**config.mk**
```make
export PLATFORM = sky130hd
export DESIGN_NAME = projectile_scheduler
export DESIGN_NICKNAME = d
export VERILOG_FILES = /design/src/rtl/projectile_scheduler.sv
export SDC_FILE = /design/constraint.sdc
export NUM_CORES = 1
export LEC_CHECK = 0
export BUFFER_PORTS_ARGS = -buffer_cell sky130_fd_sc_hd__buf_4
export CAP_MARGIN = 20
export CORE_ASPECT_RATIO = 0.75
export CORE_MARGIN = 5
export CORE_UTILIZATION = 55
export CTS_BUF_LIST = sky130_fd_sc_hd__clkbuf_4 sky130_fd_sc_hd__clkbuf_8
export CTS_CLUSTER_DIAMETER = 100
export DETAILED_ROUTE_END_ITERATION = 16
export PLACE_DENSITY_LB_ADDON = 0.08
export SYNTH_ARGS = -nofsm -noshare
export SYNTH_HDL_FRONTEND = slang
export SYNTH_SLANG_ARGS = --single-unit
```
**constraint.sdc**
```tcl
create_clock -name clock_new -period 8.57 [get_ports clock_new]
set_clock_uncertainty 0.05 [all_clocks]
set_input_delay 1.2855 -clock clock_new [delete_from_list [all_inputs] [get_ports clock_new]]
set_output_delay 1.2855 -clock clock_new [all_outputs]
set_load 0.02 [all_outputs]
```
**src/rtl/projectile_scheduler.sv**
```systemverilog
// projectile_scheduler: shared projectile slot pool with player/enemy spawn arbitration and movement.
// Optional macro PLAYER_RESERVE_EN keeps one slot free for the player by restricting enemy grants.
module projectile_scheduler #(
    parameter int unsigned NUM_SLOTS      = 4,
    parameter int unsigned NUM_ENEMY      = 4,
    parameter int unsigned COOLDOWN       = 100_000_000,
    parameter int unsigned Y_TOP          = 144,
    parameter int unsigned Y_BOTTOM       = 444,
    parameter int unsigned Y_SPAWN_PLAYER = 444
) (
    input  logic                    clock_new,
    input  logic                    rst,
    input  logic                    move_tick,
    input  logic                    player_fire,
    input  logic [9:0]              player_x,
    input  logic [NUM_ENEMY-1:0]    enemy_req,
    input  logic [10*NUM_ENEMY-1:0] enemy_x,
    input  logic [10*NUM_ENEMY-1:0] enemy_y,
    input  logic [NUM_SLOTS-1:0]    hit_clear,
    output logic [NUM_SLOTS-1:0]    slot_active,
    output logic [NUM_SLOTS-1:0]    slot_owner,
    output logic [10*NUM_SLOTS-1:0] slot_x,
    output logic [10*NUM_SLOTS-1:0] slot_y,
    output logic                    player_grant,
    output logic [NUM_ENEMY-1:0]    enemy_grant,
    output logic                    player_ready
);
    localparam int unsigned PW = (NUM_ENEMY > 1) ? $clog2(NUM_ENEMY) : 1;
    localparam int unsigned SW = $clog2(NUM_SLOTS);
    localparam int unsigned FW = $clog2(NUM_SLOTS + 1);
    localparam int unsigned CW = (COOLDOWN > 1) ? $clog2(COOLDOWN) : 1;
    localparam logic [CW-1:0] CNT_MAX = CW'(COOLDOWN - 1);
    localparam logic [PW:0]   NE_W    = (PW+1)'(NUM_ENEMY);
    localparam logic [9:0]    YT      = 10'(Y_TOP);
    localparam logic [9:0]    YB      = 10'(Y_BOTTOM);
    localparam logic [9:0]    YSP     = 10'(Y_SPAWN_PLAYER);

    logic [PW-1:0]        rr_ptr;
    logic [CW-1:0]        cd_cnt;

    logic                 player_active;
    logic                 any_free;
    logic [FW-1:0]        free_cnt;
    logic                 alloc_found;
    logic [SW-1:0]        alloc_idx;
    logic                 player_ok;
    logic                 enemy_ok;
    logic [NUM_ENEMY-1:0] req_rot;
    logic                 enemy_found;
    logic [PW-1:0]        rot_off;
    logic [PW:0]          idx_sum;
    logic [PW-1:0]        enemy_idx;
    logic [NUM_ENEMY-1:0] enemy_onehot;
    logic [9:0]           spawn_x;
    logic [9:0]           spawn_y;

    // Free-slot census and lowest-index allocation target
    always_comb begin
        free_cnt    = '0;
        alloc_found = 1'b0;
        alloc_idx   = '0;
        for (int unsigned k = 0; k < NUM_SLOTS; k++) begin
            if (!slot_active[k]) begin
                free_cnt = free_cnt + FW'(1);
                if (!alloc_found) begin
                    alloc_found = 1'b1;
                    alloc_idx   = SW'(k);
                end
            end
        end
        any_free      = (free_cnt != '0);
        player_active = |(slot_active & slot_owner);
        player_ok     = player_fire && player_ready && !player_active && any_free;
    end

    // Round-robin: rotate requests so index 0 is the pointer, take the first hit, then un-rotate
    always_comb begin
        req_rot     = NUM_ENEMY'({enemy_req, enemy_req} >> rr_ptr);
        enemy_found = 1'b0;
        rot_off     = '0;
        for (int unsigned i = 0; i < NUM_ENEMY; i++) begin
            if (!enemy_found && req_rot[i]) begin
                enemy_found = 1'b1;
                rot_off     = PW'(i);
            end
        end
        idx_sum = {1'b0, rr_ptr} + {1'b0, rot_off};
        if (idx_sum >= NE_W) begin
            idx_sum = idx_sum - NE_W;
        end
        enemy_idx = idx_sum[PW-1:0];
`ifdef PLAYER_RESERVE_EN
        enemy_ok = enemy_found && !player_ok && (free_cnt >= FW'(2)) && !player_active;
`else
        enemy_ok = enemy_found && !player_ok && any_free;
`endif
    end

    always_comb begin
        spawn_x      = player_x;
        spawn_y      = YSP;
        enemy_onehot = '0;
        for (int unsigned i = 0; i < NUM_ENEMY; i++) begin
            if (enemy_idx == PW'(i)) begin
                enemy_onehot[i] = enemy_ok;
                if (!player_ok) begin
                    spawn_x = enemy_x[10*i +: 10];
                    spawn_y = enemy_y[10*i +: 10];
                end
            end
        end
    end

    always_ff @(posedge clock_new) begin
        if (rst) begin
            slot_active  <= '0;
            slot_owner   <= '0;
            slot_x       <= '0;
            slot_y       <= '0;
            player_grant <= 1'b0;
            enemy_grant  <= '0;
            cd_cnt       <= CNT_MAX;
            player_ready <= 1'b1;
            rr_ptr       <= '0;
        end else begin
            player_grant <= player_ok;
            enemy_grant  <= enemy_onehot;

            if (enemy_ok) begin
                rr_ptr <= (enemy_idx == PW'(NUM_ENEMY - 1)) ? '0 : enemy_idx + PW'(1);
            end

            if (player_ok) begin
                cd_cnt       <= '0;
                player_ready <= (CNT_MAX == '0);
            end else if (cd_cnt != CNT_MAX) begin
                cd_cnt       <= cd_cnt + CW'(1);
                player_ready <= ((cd_cnt + CW'(1)) == CNT_MAX);
            end

            // Allocation targets only inactive slots, so it never collides with clear or movement
            for (int unsigned k = 0; k < NUM_SLOTS; k++) begin
                if ((player_ok || enemy_ok) && (alloc_idx == SW'(k))) begin
                    slot_active[k]     <= 1'b1;
                    slot_owner[k]      <= player_ok;
                    slot_x[10*k +: 10] <= spawn_x;
                    slot_y[10*k +: 10] <= spawn_y;
                end else if (slot_active[k]) begin
                    if (hit_clear[k] ||
                        (move_tick && slot_owner[k]  && (slot_y[10*k +: 10] == YT)) ||
                        (move_tick && !slot_owner[k] && (slot_y[10*k +: 10] == YB))) begin
                        slot_active[k]     <= 1'b0;
                        slot_owner[k]      <= 1'b0;
                        slot_x[10*k +: 10] <= '0;
                        slot_y[10*k +: 10] <= '0;
                    end else if (move_tick) begin
                        if (slot_owner[k]) begin
                            slot_y[10*k +: 10] <= slot_y[10*k +: 10] - 10'd1;
                        end else begin
                            slot_y[10*k +: 10] <= slot_y[10*k +: 10] + 10'd1;
                        end
                    end
                end
            end
        end
    end

endmodule
```
==> results.rst <==
.. list-table::
   :header-rows: 1

   * - Metric
     - Value
   * - Run status
     - completed
   * - Worst-case register-to-register setup slack
     - 4.15 ns
   * - Detailed router's first-iteration violation count
     - 637
   * - Maximum VDD drop
     - 205.7 uV
   * - Nets in the synthesized netlist
     - 1140
   * - Number of input and output port buffers inserted
     - 195
   * - Leading register cell type out of synthesis
     - dfxtp_1
   * - Register bit count reported by yosys
     - 123
   * - Drt total wl
     - 25.20 mm
   * - Global-route wire length before repair
     - 39.53 mm
   * - Power Total
     - 3.393 mW
   * - Post-route worst hold slack
     - 0.4066 ns
   * - Number of instances in the placed design
     - 1320
   * - Critical Path AT
     - 5.04 ns
   * - Via count of the first global-routing pass
     - 7381
   * - Buffers from clock root to sink, at most
     - 2
   * - Antenna violations before repair
     - 0
   * - Num CTS Buffers
     - 17
   * - Hold Crit Endpoint
     - slot_x[32]
   * - Via count
     - 8153
   * - First-pass iteration count of the detailed router
     - 5
   * - Yosys warning count
     - 0
   * - Cell depth of the worst min-delay path
     - 2
   * - Core ar.
     - 14260 um^2
   * - Number of max-cap violations
     - 0
   * - Vias per std cell
     - 6.026
   * - Hold-fix buffers, CTS
     - 0
   * - Cell variety after synth
     - 68
   * - Die W
     - 148.5 um
   * - FF-to-FF path depth
     - 15
   * - Layout Cells excl Fill
     - 1353
   * - Unrepaired setup endpoints after global routing
     - false
   * - Die outline height
     - 113.9 um
   * - Fin area
     - 9816 um^2
   * - Placed cell area
     - 9424 um^2
   * - Area growth from synthesis to layout
     - 24.07%
   * - Clock network latency to the later pin of the worst-skew pair
     - 0.45 ns
   * - Synthesized area divided by synthesized cell count
     - 7.991 um^2
   * - Category of the worst setup path capture point
     - flop
   * - CTS root buffer
     - clkbuf_8
   * - Static leakage
     - 4.187 nW
   * - Aggregate global routing overflow
     - 0
   * - EDFF count, synth
     - 0
   * - Number of failing setup endpoints in the final timing report
     - 0
   * - Drt drc
     - 0
   * - Worst r2r dst
     - slot_y[38]
   * - Total Routing Usage GR
     - 29.07%
   * - Layout cell share with drive strength beyond 1
     - 21.57%
   * - Post-Route Utilization
     - 68.82%
   * - Post-CTS setup buffer count
     - 0
   * - Slew Limit Headroom
     - 26.33%
   * - Starting density of the core
     - 55.46%
   * - Startpoint of the most critical setup path
     - enemy_req[0]
   * - Die footprint
     - 16910 um^2
   * - Final Hold Viols
     - 0
   * - Post-synthesis instance total
     - 990
   * - Area of the mapped netlist
     - 7911 um^2
   * - Number of clock sinks
     - 123
   * - Worst flop-to-flop path startpoint
     - rr_ptr[0]
   * - Class of the most critical setup path
     - in -> reg
   * - CTS clock-pin slew for the worst setup and hold paths
     - 0.09 ns
   * - Power density cells
     - 345.7 nW/um^2
   * - Share of the synthesized area in the top cell type
     - 31.12%
   * - Critical path cell sequence
     - buf_4 -> nor2_1 -> a221oi_1 -> a21oi_1 -> a211o_1 -> ha_1 -> xor2_1 -> xor2_1 -> inv_1 -> ha_1 -> clkinv_1 -> o22ai_1 -> o21ai_0 -> mux2_2 -> nor2_1 -> a221oi_1
   * - Startpoint Class
     - primary input
   * - Slowest Stage Delay on Critical Path
     - 0.69 ns
   * - Seq/Total Area, Yosys
     - 31.12%
   * - Wire length per cell after detailed routing
     - 18.62 um
   * - Hold_sp
     - slot_x[32]
   * - Max-slew violations
     - 0
   * - Maximum number of pins on one net before global-route repair
     - 69
   * - Async set-or-reset flop fraction in the synthesized netlist
     - 0%
   * - Number of levels the H-tree was split into
     - 4
   * - F_max
     - 208.9 MHz
   * - RD Place Congestion
     - 0.9161
   * - Required time of the worst setup path
     - 8.82 ns
   * - Total negative setup slack
     - 0 ns
   * - Diode insertion count for antenna repair
     - 0
   * - Detail Placement HPWL
     - 19.05 mm
   * - Type of the tightest min-delay check
     - reg -> reg
   * - Final WS setup
     - 3.783 ns
   * - Antenna Violating Nets Remaining
     - 0
   * - Top cells by area, synth
     - dfxtp_1, ha_1, o21ai_0, nand2_1, mux2i_1
   * - Top cell type by total area after synthesis
     - dfxtp_1
   * - Slowest-stage cell, CP
     - ha_1
   * - Worst slew pin tran
     - 1.105 ns
   * - Floorplan row count
     - 38
   * - Placement-stage worst setup slack
     - 3.378 ns
   * - Final critical-path required period
     - 4.787 ns
   * - Period Utilization, post-route
     - 55.86%
   * - Top-level I/O count
     - 196
   * - Resize count post-CTS
     - 0
   * - CTS tree
     - done
   * - Highest net fanout along the worst path
     - 26
   * - Post-layout nets
     - 1310
## cells in the mapped netlist (all sizes together) (6+ instances only)
cell,number
dfxtp,123
nand2,114
o21ai,108
nor2,88
nor3,45
ha,44
a21oi,43
clkbuf,40
a211oi,39
mux2i,39
xnor2,38
xor2,24
nand3,21
a221oi,19
inv,19
nand2b,14
buf,13
a21o,12
nand4,10
nor2b,9
nor4,9
o21a,8
o22ai,8
or3,8
a22oi,7
a31oi,7
and2,6
and3,6
o21bai,6
## sequential cells by signal (all words and copies together) (netlist names)
| signal | cells |
|---|---|
| player_grant | 1 |
| player_ready | 1 |
| slot_y | 40 |
| cd_cnt | 27 |
| slot_x | 40 |
| slot_active | 4 |
| rr_ptr | 2 |
| slot_owner | 4 |
| enemy_grant | 4 |
## critical path, delay by kind of cell
family	cells	cell delay [ns]
AO/OA/AOI/OAI	6	1.18
multiplexers	1	0.31
XOR/XNOR	2	0.35
AND/OR/NAND/NOR	2	0.34
adder cells (fa/ha/maj)	2	0.88
buffers and inverters	3	0.70
## layout make-up
type | count | area [um^2]
clock buffers | 18 | 247.7
flip-flops and latches | 123 | 2462
inverters | 20 | 75.07
repair buffers | 204 | 1529
fillers | 1273 | 4448
clock inverters | 14 | 138.9
multi-input cells | 794 | 5137
well taps | 180 | 225.2
## layer usage
| metal | wire [um] | up-vias | part of all wire (%) | global-route usage (%) |
|---|---|---|---|---|
| met3 | 2386 | 42 | 9.5 | 7.387 |
| met1 | 11240 | 3770 | 45 | 41.65 |
| met4 | 518 | 0 | 2.1 | 7.815 |
| met2 | 11050 | 368 | 44 | 43.67 |
| met5 | 0 | - | 0 | 0 |
| li1 | - | 3973 | - | - |
## where the power goes
group | internal [mW] | leakage (nW) | switching [mW]
Clock | 0.242 | 0.188 | 0.265
Sequential | 0.713 | 1.01 | 0.184
Combinational | 0.753 | 2.99 | 1.24
## cell families after synthesis
kind of cell | Yosys count | synth area share (%)
buffers and inverters | 73 | 4.001
AO/OA/AOI/OAI | 290 | 23.31
adder cells (fa/ha/maj) | 48 | 7.971
flip-flops | 123 | 31.12
XOR/XNOR | 62 | 6.864
AND/OR/NAND/NOR | 354 | 21.65
multiplexers | 40 | 5.077
## cells in the final DEF, fill, tap and decap left out, types with 39 or more instances in the layout
cell type and count:
a211oi_1 39, a21oi_1 43, buf_4 203, dfxtp_1 123, ha_1 44, mux2i_1 39, nand2_1 114, nor2_1 88
nor3_1 42, o21ai_0 105
## worst max-delay path by stage
stage	end	slack, ns	cells after the start
global route	slot_y[38]	3.43	17
floorplan	slot_y[38]	4.21	18
CTS	slot_y[38]	3.85	17
finish	slot_y[38]	3.78	16
global placement	slot_y[38]	3.48	16
detailed placement	slot_y[38]	3.38	16
Power figures use the tool's default switching activity.
